## src/rtl/gpu_pkg.sv

```systemverilog
// gpu_pkg
// Shared encodings for the per-core pipeline. The core execution manager and
// the instruction fetcher both import this package, so the state codes they
// exchange stay in one place.
// Ports: none (package).
package gpu_pkg;

    // Core execution manager states, as seen on the fetcher's core_state input.
    typedef enum logic [2:0] {
        CORE_IDLE    = 3'b000,
        CORE_FETCH   = 3'b001,
        CORE_DECODE  = 3'b010,
        CORE_REQUEST = 3'b011,
        CORE_WAIT    = 3'b100,
        CORE_EXECUTE = 3'b101,
        CORE_UPDATE  = 3'b110,
        CORE_DONE    = 3'b111
    } core_state_t;

    // Fetcher states reported back to the manager.
    typedef enum logic [2:0] {
        FETCHER_IDLE     = 3'b000,
        FETCHER_FETCHING = 3'b001,
        FETCHER_FETCHED  = 3'b010
    } fetcher_state_t;

    localparam int COUNTER_BITS = 16;

    // Saturating increment: an all-ones counter holds instead of wrapping to 0.
    function automatic logic [COUNTER_BITS-1:0] sat_inc(input logic [COUNTER_BITS-1:0] value);
        if (&value) begin
            return value;
        end
        return value + COUNTER_BITS'(1);
    endfunction

endpackage

```

## src/rtl/icache_array.sv

```systemverilog
// icache_array
// Storage for a direct-mapped instruction cache: one valid bit, tag and data
// word per line. Reads are combinational, writes land on the rising clock edge.
// Flush clears every valid bit on the next edge and takes priority over a
// write in the same cycle. Reset clears every valid bit asynchronously; the tag
// and data arrays are left alone because an invalid line is never consulted.
// Ports:
//   clk, reset                  clock, async active-high reset
//   flush                       invalidate all lines on the next edge
//   read_index                  line to look up
//   read_valid/tag/data         contents of that line
//   write_enable                allocate write_index with write_tag/write_data
//   write_index/tag/data        fill address and contents
module icache_array #(
    parameter int ADDR_BITS = 8,
    parameter int DATA_BITS = 16,
    parameter int LINES     = 8,
    localparam int IDX_BITS = $clog2(LINES),
    localparam int TAG_BITS = ADDR_BITS - IDX_BITS
) (
    input  logic                 clk,
    input  logic                 reset,
    input  logic                 flush,
    input  logic [IDX_BITS-1:0]  read_index,
    output logic                 read_valid,
    output logic [TAG_BITS-1:0]  read_tag,
    output logic [DATA_BITS-1:0] read_data,
    input  logic                 write_enable,
    input  logic [IDX_BITS-1:0]  write_index,
    input  logic [TAG_BITS-1:0]  write_tag,
    input  logic [DATA_BITS-1:0] write_data
);

    logic [LINES-1:0]     valid_q;
    logic [TAG_BITS-1:0]  tag_ram  [LINES];
    logic [DATA_BITS-1:0] data_ram [LINES];

    // Flush wins over a fill in the same cycle so a flushed cache is really empty.
    always_ff @(posedge clk or posedge reset) begin
        if (reset) begin
            valid_q <= '0;
        end else if (flush) begin
            valid_q <= '0;
        end else if (write_enable) begin
            valid_q[write_index] <= 1'b1;
        end
    end

    always_ff @(posedge clk) begin
        if (write_enable) begin
            tag_ram[write_index]  <= write_tag;
            data_ram[write_index] <= write_data;
        end
    end

    assign read_valid = valid_q[read_index];
    assign read_tag   = tag_ram[read_index];
    assign read_data  = data_ram[read_index];

endmodule

```

## src/rtl/cached_fetcher.sv

```systemverilog
// cached_fetcher
// Per-core instruction fetch stage. When the manager is in FETCH and the
// fetcher is IDLE, current_pc is looked up in a small direct-mapped cache.
// A hit delivers the instruction one cycle later; a miss issues one read on
// the program-memory valid/ready channel and fills the line when it returns.
// Hit and miss counters saturate at all-ones.
// Ports:
//   clk, reset          clock, async active-high reset
//   core_state          manager state (gpu_pkg::core_state_t encoding)
//   current_pc          address to fetch, stable while core_state == FETCH
//   flush               one-cycle pulse invalidating the whole cache
//   mem_read_valid      read request to the program-memory controller
//   mem_read_address    request address (latched PC)
//   mem_read_ready      memory returns mem_read_data this cycle
//   mem_read_data       returned instruction word
//   fetcher_state       IDLE / FETCHING / FETCHED
//   instruction         fetched word, valid while fetcher_state == FETCHED
//   hit_count           saturating cache-hit counter
//   miss_count          saturating cache-miss counter
// HIT_COUNT_RESET / MISS_COUNT_RESET are bring-up aids for the counters;
// production instances leave them at 0.
module cached_fetcher
    import gpu_pkg::*;
#(
    parameter int PROGRAM_MEM_ADDR_BITS = 8,
    parameter int PROGRAM_MEM_DATA_BITS = 16,
    parameter int CACHE_LINES           = 8,
    parameter logic [COUNTER_BITS-1:0] HIT_COUNT_RESET  = '0,
    parameter logic [COUNTER_BITS-1:0] MISS_COUNT_RESET = '0
) (
    input  logic                             clk,
    input  logic                             reset,
    input  logic [2:0]                       core_state,
    input  logic [PROGRAM_MEM_ADDR_BITS-1:0] current_pc,
    input  logic                             flush,
    output logic                             mem_read_valid,
    output logic [PROGRAM_MEM_ADDR_BITS-1:0] mem_read_address,
    input  logic                             mem_read_ready,
    input  logic [PROGRAM_MEM_DATA_BITS-1:0] mem_read_data,
    output logic [2:0]                       fetcher_state,
    output logic [PROGRAM_MEM_DATA_BITS-1:0] instruction,
    output logic [COUNTER_BITS-1:0]          hit_count,
    output logic [COUNTER_BITS-1:0]          miss_count
);

    localparam int IDX_BITS = $clog2(CACHE_LINES);
    localparam int TAG_BITS = PROGRAM_MEM_ADDR_BITS - IDX_BITS;

    fetcher_state_t                   state_q, state_d;
    logic [PROGRAM_MEM_DATA_BITS-1:0] instruction_q, instruction_d;
    logic                             req_valid_q, req_valid_d;
    logic [PROGRAM_MEM_ADDR_BITS-1:0] req_address_q, req_address_d;
    logic                             flush_seen_q, flush_seen_d;
    logic [COUNTER_BITS-1:0]          hit_count_q, miss_count_q;

    logic                             hit_event;
    logic                             miss_event;
    logic                             fill_enable;

    logic [IDX_BITS-1:0]              pc_index;
    logic [TAG_BITS-1:0]              pc_tag;
    logic                             line_valid;
    logic [TAG_BITS-1:0]              line_tag;
    logic [PROGRAM_MEM_DATA_BITS-1:0] line_data;
    logic                             lookup_hit;

    assign pc_index = current_pc[IDX_BITS-1:0];
    assign pc_tag   = current_pc[PROGRAM_MEM_ADDR_BITS-1:IDX_BITS];

    // Fills always target the latched request address, never the live PC.
    icache_array #(
        .ADDR_BITS (PROGRAM_MEM_ADDR_BITS),
        .DATA_BITS (PROGRAM_MEM_DATA_BITS),
        .LINES     (CACHE_LINES)
    ) u_icache_array (
        .clk          (clk),
        .reset        (reset),
        .flush        (flush),
        .read_index   (pc_index),
        .read_valid   (line_valid),
        .read_tag     (line_tag),
        .read_data    (line_data),
        .write_enable (fill_enable),
        .write_index  (req_address_q[IDX_BITS-1:0]),
        .write_tag    (req_address_q[PROGRAM_MEM_ADDR_BITS-1:IDX_BITS]),
        .write_data   (mem_read_data)
    );

    assign lookup_hit = line_valid && (line_tag == pc_tag);

    always_ff @(posedge clk or posedge reset) begin
        if (reset) begin
            state_q       <= FETCHER_IDLE;
            instruction_q <= '0;
            req_valid_q   <= 1'b0;
            req_address_q <= '0;
            flush_seen_q  <= 1'b0;
        end else begin
            state_q       <= state_d;
            instruction_q <= instruction_d;
            req_valid_q   <= req_valid_d;
            req_address_q <= req_address_d;
            flush_seen_q  <= flush_seen_d;
        end
    end

    // A flush coinciding with a lookup forces the miss path, because the line
    // being read is invalid from the next edge on. A flush at any point while a
    // fill is outstanding is remembered in flush_seen so the returning word is
    // delivered but not allocated.
    always_comb begin
        state_d       = state_q;
        instruction_d = instruction_q;
        req_valid_d   = req_valid_q;
        req_address_d = req_address_q;
        flush_seen_d  = flush_seen_q;
        hit_event     = 1'b0;
        miss_event    = 1'b0;
        fill_enable   = 1'b0;

        case (state_q)
            FETCHER_IDLE: begin
                if (core_state == CORE_FETCH) begin
                    if (lookup_hit && !flush) begin
                        instruction_d = line_data;
                        state_d       = FETCHER_FETCHED;
                        hit_event     = 1'b1;
                    end else begin
                        req_valid_d   = 1'b1;
                        req_address_d = current_pc;
                        flush_seen_d  = 1'b0;
                        state_d       = FETCHER_FETCHING;
                        miss_event    = 1'b1;
                    end
                end
            end
            FETCHER_FETCHING: begin
                if (flush) begin
                    flush_seen_d = 1'b1;
                end
                if (mem_read_ready) begin
                    instruction_d = mem_read_data;
                    req_valid_d   = 1'b0;
                    state_d       = FETCHER_FETCHED;
                    fill_enable   = !(flush || flush_seen_q);
                    flush_seen_d  = 1'b0;
                end
            end
            FETCHER_FETCHED: begin
                if (core_state == CORE_DECODE) begin
                    state_d = FETCHER_IDLE;
                end
            end
            default: begin
                state_d     = FETCHER_IDLE;
                req_valid_d = 1'b0;
            end
        endcase
    end

    always_ff @(posedge clk or posedge reset) begin
        if (reset) begin
            hit_count_q  <= HIT_COUNT_RESET;
            miss_count_q <= MISS_COUNT_RESET;
        end else begin
            if (hit_event) begin
                hit_count_q <= sat_inc(hit_count_q);
            end
            if (miss_event) begin
                miss_count_q <= sat_inc(miss_count_q);
            end
        end
    end

    assign mem_read_valid   = req_valid_q;
    assign mem_read_address = req_address_q;
    assign fetcher_state    = state_q;
    assign instruction      = instruction_q;
    assign hit_count        = hit_count_q;
    assign miss_count       = miss_count_q;

endmodule

```

## config.mk

```make
export PLATFORM = sky130hd
export DESIGN_NAME = cached_fetcher
export DESIGN_NICKNAME = d
export VERILOG_FILES = /design/src/rtl/gpu_pkg.sv /design/src/rtl/icache_array.sv /design/src/rtl/cached_fetcher.sv
export SDC_FILE = /design/constraint.sdc
export NUM_CORES = 1
export LEC_CHECK = 0
export ABC_CLOCK_PERIOD_IN_PS = 4350
export CAP_MARGIN = 5
export CORE_MARGIN = 4
export CORE_UTILIZATION = 40
export DETAILED_ROUTE_END_ITERATION = 8
export GPL_ROUTABILITY_DRIVEN = 1
export PLACE_DENSITY_LB_ADDON = 0.3
export SYNTH_ARGS = -nofsm -noshare
export SYNTH_HDL_FRONTEND = slang
export SYNTH_SLANG_ARGS = --single-unit
```

## constraint.sdc

```tcl
create_clock -name clk -period 4.35 [get_ports clk]
set_input_delay 0.87 -clock clk [delete_from_list [all_inputs] [get_ports clk]]
set_output_delay 0.87 -clock clk [all_outputs]
set_load 0.05 [all_outputs]
```

* Word level (Yosys, flattened, before mapping)
Memory sizes are Yosys's and may differ from the RTL's.
Index checks and enable logic that the tools add are counted.
** Operators by class
- Muxes and demuxes :: 40
- $add $sub $neg :: 2
- Shift-type cells :: 0
- Divide/modulo/power cells :: 0
- Bitwise operators :: 3
- $lt $le $gt $ge :: 3
- Equal/unequal tests :: 13
- Reduce and logical (&&, ||, !) cells :: 18
- Multiply operators :: 0
** Operator list (count)
- 2-to-1 mux 16 bit :: 5
- adder 16 x 1 -> 16 bit (second input constant) :: 2
- one-hot mux 16 bit (2 select lines) :: 1
- AND reduction 16 bit :: 2
- 2-to-1 mux 1 bit :: 23
- 2-to-1 mux 8 bit :: 2
- != test 2 bit (second input constant) :: 7
- AND reduction 4 bit :: 3
- 2-to-1 mux 3 bit :: 3
- one-hot mux 3 bit (3 select lines) :: 1
- < comparator 3 x 4 -> 1 bit (second input constant) :: 2
- bitwise OR 8 bit :: 1
- == test 3 x 1 -> 1 bit (second input constant) :: 2
- == test 3 x 2 -> 1 bit (second input constant) :: 2
- AND reduction 3 bit :: 2
- == test 5 bit :: 1
- AND reduction 2 bit :: 2
- nonzero test 2 bit :: 2
- binary-select mux 1 bit (select 3 bit) :: 1
- demux 1 bit (select 3 bit) :: 1
- >= comparator 3 x 1 -> 1 bit (second input constant) :: 1
- logical AND 1 bit :: 3
- logical NOT 3 bit :: 1
- != test 3 bit (second input constant) :: 1
- other kinds (6) :: 8
** Word-level totals
- Memories :: 2
- Latch bits :: 0
- Register bits after elaboration :: 69
- Memory bits (read-only) :: 0
- RAM bits :: 168
- Word-level logic and storage cells :: 89
- Bits of input ports :: 31
** Memory list
- u_icache_array.data_ram :: words 8, width 16, rd ports 1, clocked after memory_dff 0, wr ports 1, RTL line icache_array.sv:36 : logic [DATA_BITS-1:0] data_ram [LINES];
- u_icache_array.tag_ram :: words 8, width 5, rd ports 1, clocked after memory_dff 0, wr ports 1, RTL line icache_array.sv:35 : logic [TAG_BITS-1:0] tag_ram [LINES];

* Logic depth before layout (Yosys ltp)
Gate-level depths: netlist (run 1).
- Word-level depth :: 10
- Gate-level depth with buffers :: 10
- Mapped depth without buffers :: 7

* By module
From an unflattened synthesis (run 1), not the netlist that was laid out.
** Second synthesis, totals
- Cell total of the unflattened synthesis :: 579
- Area total of the unflattened synthesis :: 9953.3 um2
** By module, submodules not included
- icache_array :: area each 6899.1 um2, instances 1, seq. area each 5245.0 um2, cells an instance 289
- cached_fetcher :: area each 3054.2 um2, instances 1, seq. area each 1501.4 um2, cells an instance 290

* Worst setup path after synthesis (run 1)
OpenSTA, ideal clock, no wires.
- Path type :: register to register
- From :: register state_q[0], in the netlist fetcher_state[0]
- To :: memory u_icache_array.data_ram[1][0], enable pin
- Cell stages (with the launch flop) :: 6
- Slack :: 826 ps
- Arrival time :: 3097 ps
- Library setup time :: 428 ps
- Cell sequence :: dfrtp_1 nor2b_1 and2_1 buf_1 nand3_1 nor3_1
** Between the ends
- Cells in the longest elaborated chain, start to end :: 4
** Ends and longest elaborated chain
- from (decl) :: RTL line cached_fetcher.sv:49 : fetcher_state_t state_q, state_d;
- from (signal assigned) :: RTL line cached_fetcher.sv:99 : state_q <= state_d;
- == test 3 x 1 -> 1 bit :: RTL line cached_fetcher.sv:121 : case (state_q)
- 2-to-1 mux 1 bit :: RTL line cached_fetcher.sv:121
- 2-to-1 mux 1 bit :: RTL line icache_array.sv:50 : if (write_enable) begin
- 2-to-1 mux 1 bit (not written as such) :: RTL line icache_array.sv:52 : data_ram[write_index] <= write_data;
- to (decl) :: RTL line icache_array.sv:36
No other way between the ends.

* Worst setup path in the final report (run 1)
- From :: input current_pc[1]
- To :: register hit_count_q[1], in the netlist hit_count[1]
** Between the ends
- Cells in the longest elaborated chain, start to end :: 8
- Elaborated cells on any way between the ends :: 10
- Classes of those cells :: 1 x eq/ne; 5 x mux; 3 x reduce/logical; 1 x memory
** Ends and longest elaborated chain
- from (decl) :: RTL line cached_fetcher.sv:34 : input logic [PROGRAM_MEM_ADDR_BITS-1:0] current_pc,
- memory read (8 x 5 bit) or binary-select mux 1 bit (select 3 bit) (tied branches)
- == test 5 bit or 2-to-1 mux 1 bit (tied branches) :: RTL line cached_fetcher.sv:89, icache_array.sv:56
- logical AND 1 bit * :: RTL line cached_fetcher.sv:89 : assign lookup_hit = line_valid && (line_tag == pc_tag);
- logical AND 1 bit * :: RTL line cached_fetcher.sv:124 : if (lookup_hit && !flush) begin
- 2-to-1 mux 1 bit * :: RTL line cached_fetcher.sv:124
- 2-to-1 mux 1 bit * :: RTL line cached_fetcher.sv:123 : if (core_state == CORE_FETCH) begin
- 2-to-1 mux 1 bit * :: RTL line cached_fetcher.sv:121
- AND reduction 2 bit (no line) *
- to (signal assigned) :: RTL line cached_fetcher.sv:167 : hit_count_q <= sat_inc(hit_count_q);
- to (decl) :: RTL line cached_fetcher.sv:54 : logic [COUNTER_BITS-1:0] hit_count_q, miss_count_q;
Mark *: on every way between the ends. The rest lies on a longest branch, timed or not. The select of a mux whose other input is x is not followed.
A chain may end at the register's enable or synchronous reset.

==> impl_metrics.tcl, run 1 <==
set metrics [dict create \
    final_common_cell "edfxtp_1" \
    cts_tree "yes" \
    postRouteAntennaNets 0 \
    initial_core_util_pct 41.0 \
    worst_slack_ps 1220 \
    synth.avg_cell_area_um2 17.8 \
    portBuffers 89 \
    crit_start "current_pc[1]" \
    grt_start_max_net_pins 48 \
    worstRegToRegCells 5 \
    antenna_found_initial 0 \
    viasPerCell 5.36 \
    cts_buffer_depth 3 \
    cp_data_required_time_ps 4740 \
    grt-ovfl-total 0 \
    htreeDepth 1 \
    totalWireLength_um 21500 \
    r2r_slack_ps 1640 \
    wl_per_cell_um 21.6 \
    clock_latency_ps 520 \
    clkSinkCount 236 \
    ys_types 46 \
    layout_min_cycle_time_ps 3130 \
    netlist_instances 543 \
    synth-seq-cells 236 \
    path_class "input pin to register" \
    r2r_start "fetcher_state[1]" \
    dieArea_mm2 0.0268 \
    die_h_um 164 \
    worstMarginPinSlew_ps 1100 \
    yosysSeqAreaShare_pct 69.7 \
    synth_async_sr_flop_share_pct 28.8 \
    timing.fmax_mhz 319 \
    num_vias 5336 \
    drt_iter0_drc 388 \
    cts_resized 0 \
    drv_cap 0 \
    tns_ps 0 \
    p_leak_nw 4.27 \
    holdWs_ps 489 \
    startpoint_type "input pin" \
    final_layout_size_suffix_gt1_share_pct 22.1 \
    rsz0062_at_grt "no" \
    cp-end-kind "register" \
    r2r_end "u_icache_array.data_ram[4][7]" \
    fin_skew_ps 14.7 \
    fillers 1980 \
    finalSetupViolCount 0 \
    yosysWarnings 0 \
    postCtsHoldBufs 0 \
    gr-usage-all-layers_pct 16.2 \
    rows 56 \
    num_io_pins 91 \
    worstPathMaxFanout 14 \
    synth_flop_cell "edfxtp_1" \
    grt_pass1_wl_um 33600 \
    fin_crit_sh_pct 72.0 \
    endpoint "hit_count[1]" \
    synth_edf_count 168 \
    numCtsBuffers 25 \
    final_hold_viol_count 0 \
    design.core.area_mm2 0.0236 \
    drc 0 \
    pwr_density_cell_mw_per_mm2 511 \
    syn_to_final_growth_pct 21.7 \
    dr.pass1.iters 5 \
    clockRootBuffer "clkbuf_16" \
    ir_worst_vdd_uv 397 \
    place_worst_setup_slack_ps 738 \
    outcome "finished, final reports clean" \
    final_net_count 689 \
    dieWidth_um 164 \
    max-slew-margin-rel_pct 26.6 \
    min_path_type "register to register" \
    post-dp-hpwl_um 13600 \
    final_cell_mix "168 x edfxtp_1, 86 x clkdlybuf4s50_1, 68 x dfrtp_1" \
    cp.arrival_ps 3520 \
    drv_slew 0 \
    place_congestion 0.794 \
    synth_area_mm2 0.00968 \
    path_clk_slew_ps 60 \
    postCtsSetupBuffers 0 \
    grt_pass1_vias 5688 \
    syn_nets 576 \
]
## cell type report
class	count	area [um2]	area share, %
timing repair buffer	115	1080	9.20
multi-input combinational	275	2760	23.4
clock inverter	13	96.3	0.818
antenna	1	2.50	0.0212
clock buffer	33	686	5.82
tap	319	399	3.39
sequential	236	6750	57.3
inverter	3	11.3	0.0956
## synth_stat cells, types with 5 or more instances
master,count,area (um2)
nand4_1,16,100
buf_4,5,37.5
and3_1,6,37.5
mux2_2,13,146
dfrtp_1,68,1700
nor2_1,26,97.6
edfxtp_1,168,5040
xor2_1,17,149
clkbuf_1,9,33.8
buf_2,5,25.0
nor3_1,5,25.0
nand2b_1,6,37.5
mux2i_1,37,370
nand3_1,8,40.0
nor3_2,6,60.1
buf_6,6,67.6
a221o_1,16,160
nor4_1,19,119
mux4_2,39,878
xnor2_1,14,123
nand2_1,14,52.6
## critical path, stage by stage
cell     delay (ps)
buf_2           340
buf_4           270
mux4_2          520
xor2_1          260
nand4_4         280
nor3_4          580
mux2_2          390
## kinds of logic after synthesis
family / share of synthesized area, %
AOI/OAI and AO/OA: 2.04
xor gates and xnor gates: 2.81
adders and majority gates: 0.258
buffers and inverters: 2.13
DFF: 69.7
muxes: 14.5
other: 0.0387
and+or+nand+nor: 8.49
## power by group
group | switching (W) | total, W | internal (W) | leakage (nW)
registers | 0.000192 | 0.00282 | 0.00263 | 2.40
logic | 0.000763 | 0.00119 | 0.000430 | 1.47
clock network | 0.000836 | 0.00200 | 0.00117 | 0.395
## flip-flops by register name (all words and copies together) (netlist names)
register                 cells
mem_read_valid               1
flush_seen_q                 1
u_icache_array.tag_ram      40
fetcher_state                2
hit_count                   16
mem_read_address             8
u_icache_array.data_ram    128
u_icache_array.valid_q       8
instruction                 16
miss_count                  16
## stage by stage
| step | cells | util [%] | power, W | cell area [um2] |
|---|---|---|---|---|
| after floorplan | 543 | - | 0.00358 | 9680 |
| after global placement | 948 | 46.6 | 0.00404 | 11000 |
| after detailed placement | 948 | 46.6 | 0.00407 | 11000 |
| after CTS | 994 | 49.9 | 0.00608 | 11800 |
| after global routing | 994 | 49.9 | 0.00625 | 11800 |
| final | 995 | 49.9 | 0.00602 | 11800 |
## worst min-delay path by stage
stage,start,end,slack (ps),cells after the start
after floorplan,u_icache_array.valid_q[4],u_icache_array.valid_q[4],460,2
after global placement,miss_count[6],miss_count[6],470,1
after detailed placement,miss_count[6],miss_count[6],490,1
after CTS,miss_count[6],miss_count[6],490,1
after global routing,miss_count[6],miss_count[6],510,1
final,hit_count[9],hit_count[9],490,1
## layer usage
layer	global-route usage, %	routed length, um	part of all wire (%)	vias up
met3	2.67	1170	5.4	36
met1	22.2	9280	43	2732
met4	4.00	464	2.2	0
met5	0	0	0	-
met2	27.3	10600	49	174
li1	-	-	-	2394
(Power assumes the default switching activity.)
==> run 2, diff against run 1 <==
- ABC_CLOCK_PERIOD_IN_PS: 4350 -> 3010
- clock period: 4.35 -> 3.01 ns (I/O delays scaled with it)
==> run 2 against run 1 <==
  * Sequential share of layout area fell by 0.90 points
  * Critical path type is now register to output port
  * Worst setup slack worse by 790 ps
  * Clock skew down 4.9 ps
  * Global-route usage shrank 0.11 points
  * Core utilization is 0.80 points higher
  * Flip-flop and latch count stayed put
  * Sequential power grew 45%
  * Count of clock-buffer cells in the layout fell by 3
  * Total power is 48% higher
  * Cell area rose by 1.6%
  * Die area is the same
  * Final cell count grew 1.0%
  * Highest routed layer unchanged
==> impl_metrics.tcl, run 2 (synthesis results as in run 1) <==
set metrics [dict create \
    cp-end-kind "output port" \
    gr-usage-all-layers_pct 16.1 \
    clock_latency_ps 520 \
    path_class "register to output port" \
    wl_per_cell_um 21.3 \
    grt-busiest-layer "met2" \
    clockRootBuffer "clkbuf_16" \
    design.core.area_mm2 0.0236 \
    dieWidth_um 164 \
    cts_tree "yes" \
    viasPerCell 5.34 \
    pwr_density_cell_mw_per_mm2 744 \
    postLayoutCoreUtil_pct 50.7 \
    initial_core_util_pct 41.0 \
    final_layout_size_suffix_gt1_share_pct 22.6 \
    dieArea_mm2 0.0268 \
    worst_path_dominant_cell_family "buffers and inverters" \
    fin_skew_ps 9.85 \
    final_common_cell "edfxtp_1" \
    postCtsHoldBufs 0 \
    grt_use_met2_pct 26.0 \
    die_h_um 164 \
    stdcell_area_mm2 0.0120 \
    critPathMaxStageDelay_ps 900 \
    num_io_pins 91 \
    rsz0062_at_grt "no" \
    path_buf_inv 1 \
    dr.pass1.iters 4 \
    timing.fmax_mhz 388 \
    place_area_mm2 0.0111 \
    largest_reg_flops 128 \
    htreeDepth 1 \
    seqCellArea_mm2 0.00675 \
    min_path_type "register to register" \
    biggestRegsByFlops "u_icache_array.data_ram (128), u_icache_array.tag_ram (40)" \
    drv_slew 0 \
    grt-ovfl-total 0 \
    cts_resized 0 \
    cp.depth 1 \
    grt_use_met3_pct 2.88 \
    grt_pass1_vias 5704 \
    layout_min_cycle_time_ps 2580 \
    r2r_start "u_icache_array.tag_ram[7][2]" \
    startpoint_type "register" \
    portBuffers 89 \
    multi_input_area_mm2 0.00277 \
    fillers 1938 \
    final_net_count 700 \
    finalSetupViolCount 0 \
    postCtsSetupBuffers 0 \
    max-slew-margin-rel_pct 59.1 \
    outcome "finished, final reports clean" \
    grtUsageMet1_pct 22.7 \
    num_vias 5370 \
    worst_slack_ps 432 \
    worstPathMaxFanout 7 \
    final_cell_mix "168 x edfxtp_1, 86 x clkdlybuf4s50_1, 68 x dfrtp_1" \
    holdPathStages 1 \
    p_leak_nw 4.36 \
    ir_worst_vdd_uv 510 \
    fin_crit_sh_pct 85.6 \
    totalWireLength_um 21400 \
    crit_start "mem_read_address[2]" \
    worstMarginPinSlew_ps 608 \
    cp.arrival_ps 1980 \
    rows 56 \
    clkSinkCount 236 \
    antenna_cells 0 \
    numCtsBuffers 25 \
    cp_data_required_time_ps 2410 \
    post-dp-hpwl_um 13400 \
    hp-start "miss_count[9]" \
    place_worst_setup_slack_ps -15.9 \
    grt_pass1_wl_um 33200 \
    grt_start_max_net_pins 69 \
    syn_to_final_growth_pct 23.7 \
    final_hold_viol_count 0 \
    place_congestion 0.784 \
    drt_iter0_drc 403 \
    crit_chain "clkdlybuf4s50_1" \
    regMostFlops "u_icache_array.data_ram" \
    cts_buffer_depth 3 \
    path_clk_slew_ps 60 \
    slowest_stage "clkdlybuf4s50_1" \
    drv_cap 0 \
    postRouteAntennaNets 0 \
    drc 0 \
    antenna_found_initial 0 \
    worstRegToRegCells 7 \
]
run 2: changes by cell type in the layout (fill, tap and decap cells not counted), moves of 2 or more:
cell / delta
clkinv_2: -6
buf_4: +7
nor3_2: -2
buf_12: +4
clkbuf_1: -2
bufinv_16: +2
clkinv_1: +7
nor3_4: +2
run 2: stage by stage:
step,cells,power (W),hold slack [ps],TNS [ps]
after floorplan,543,0.00518,461,0
after global placement,959,0.00587,475,0
after detailed placement,959,0.00590,489,-19.0
after CTS,1005,0.00899,502,0
after global routing,1005,0.00922,516,0
final,1005,0.00890,494,0
run 2: area by class of cell:
class / instances / share of cell area (%)
Sequential cell: 236 / 56.4
Multi-Input combinational cell: 275 / 23.1
Timing Repair Buffer: 126 / 10.2
Clock buffer: 30 / 5.55
Tap cell: 319 / 3.33
Clock inverter: 16 / 1.37
Inverter: 3 / 0.0941
run 2: where the power goes:
group          leakage (nW)  internal, W  switching, W  total [W]
registers              2.40      0.00380      0.000281    0.00408
logic                  1.55     0.000632       0.00111    0.00175
clock network         0.407      0.00183       0.00125    0.00308
run 2: path summary, 6_finish.rpt:
| check | to | slack, ps |
|---|---|---|
| setup / recovery | mem_read_address[2] | 430 |
| hold / removal | miss_count[9] | 490 |
| setup reg to reg | instruction[4] | 500 |
| hold reg to reg | miss_count[9] | 490 |
| max in group asynchronous | instruction[4] | 2200 |
| min in group asynchronous | hit_count[14] | 500 |
run 2: layer usage:
layer / vias to the layer above / wire, um
met5: - / 0
met1: 2768 / 9310
met2: 165 / 10200
met4: 0 / 453
met3: 34 / 1420
li1: 2403 / -
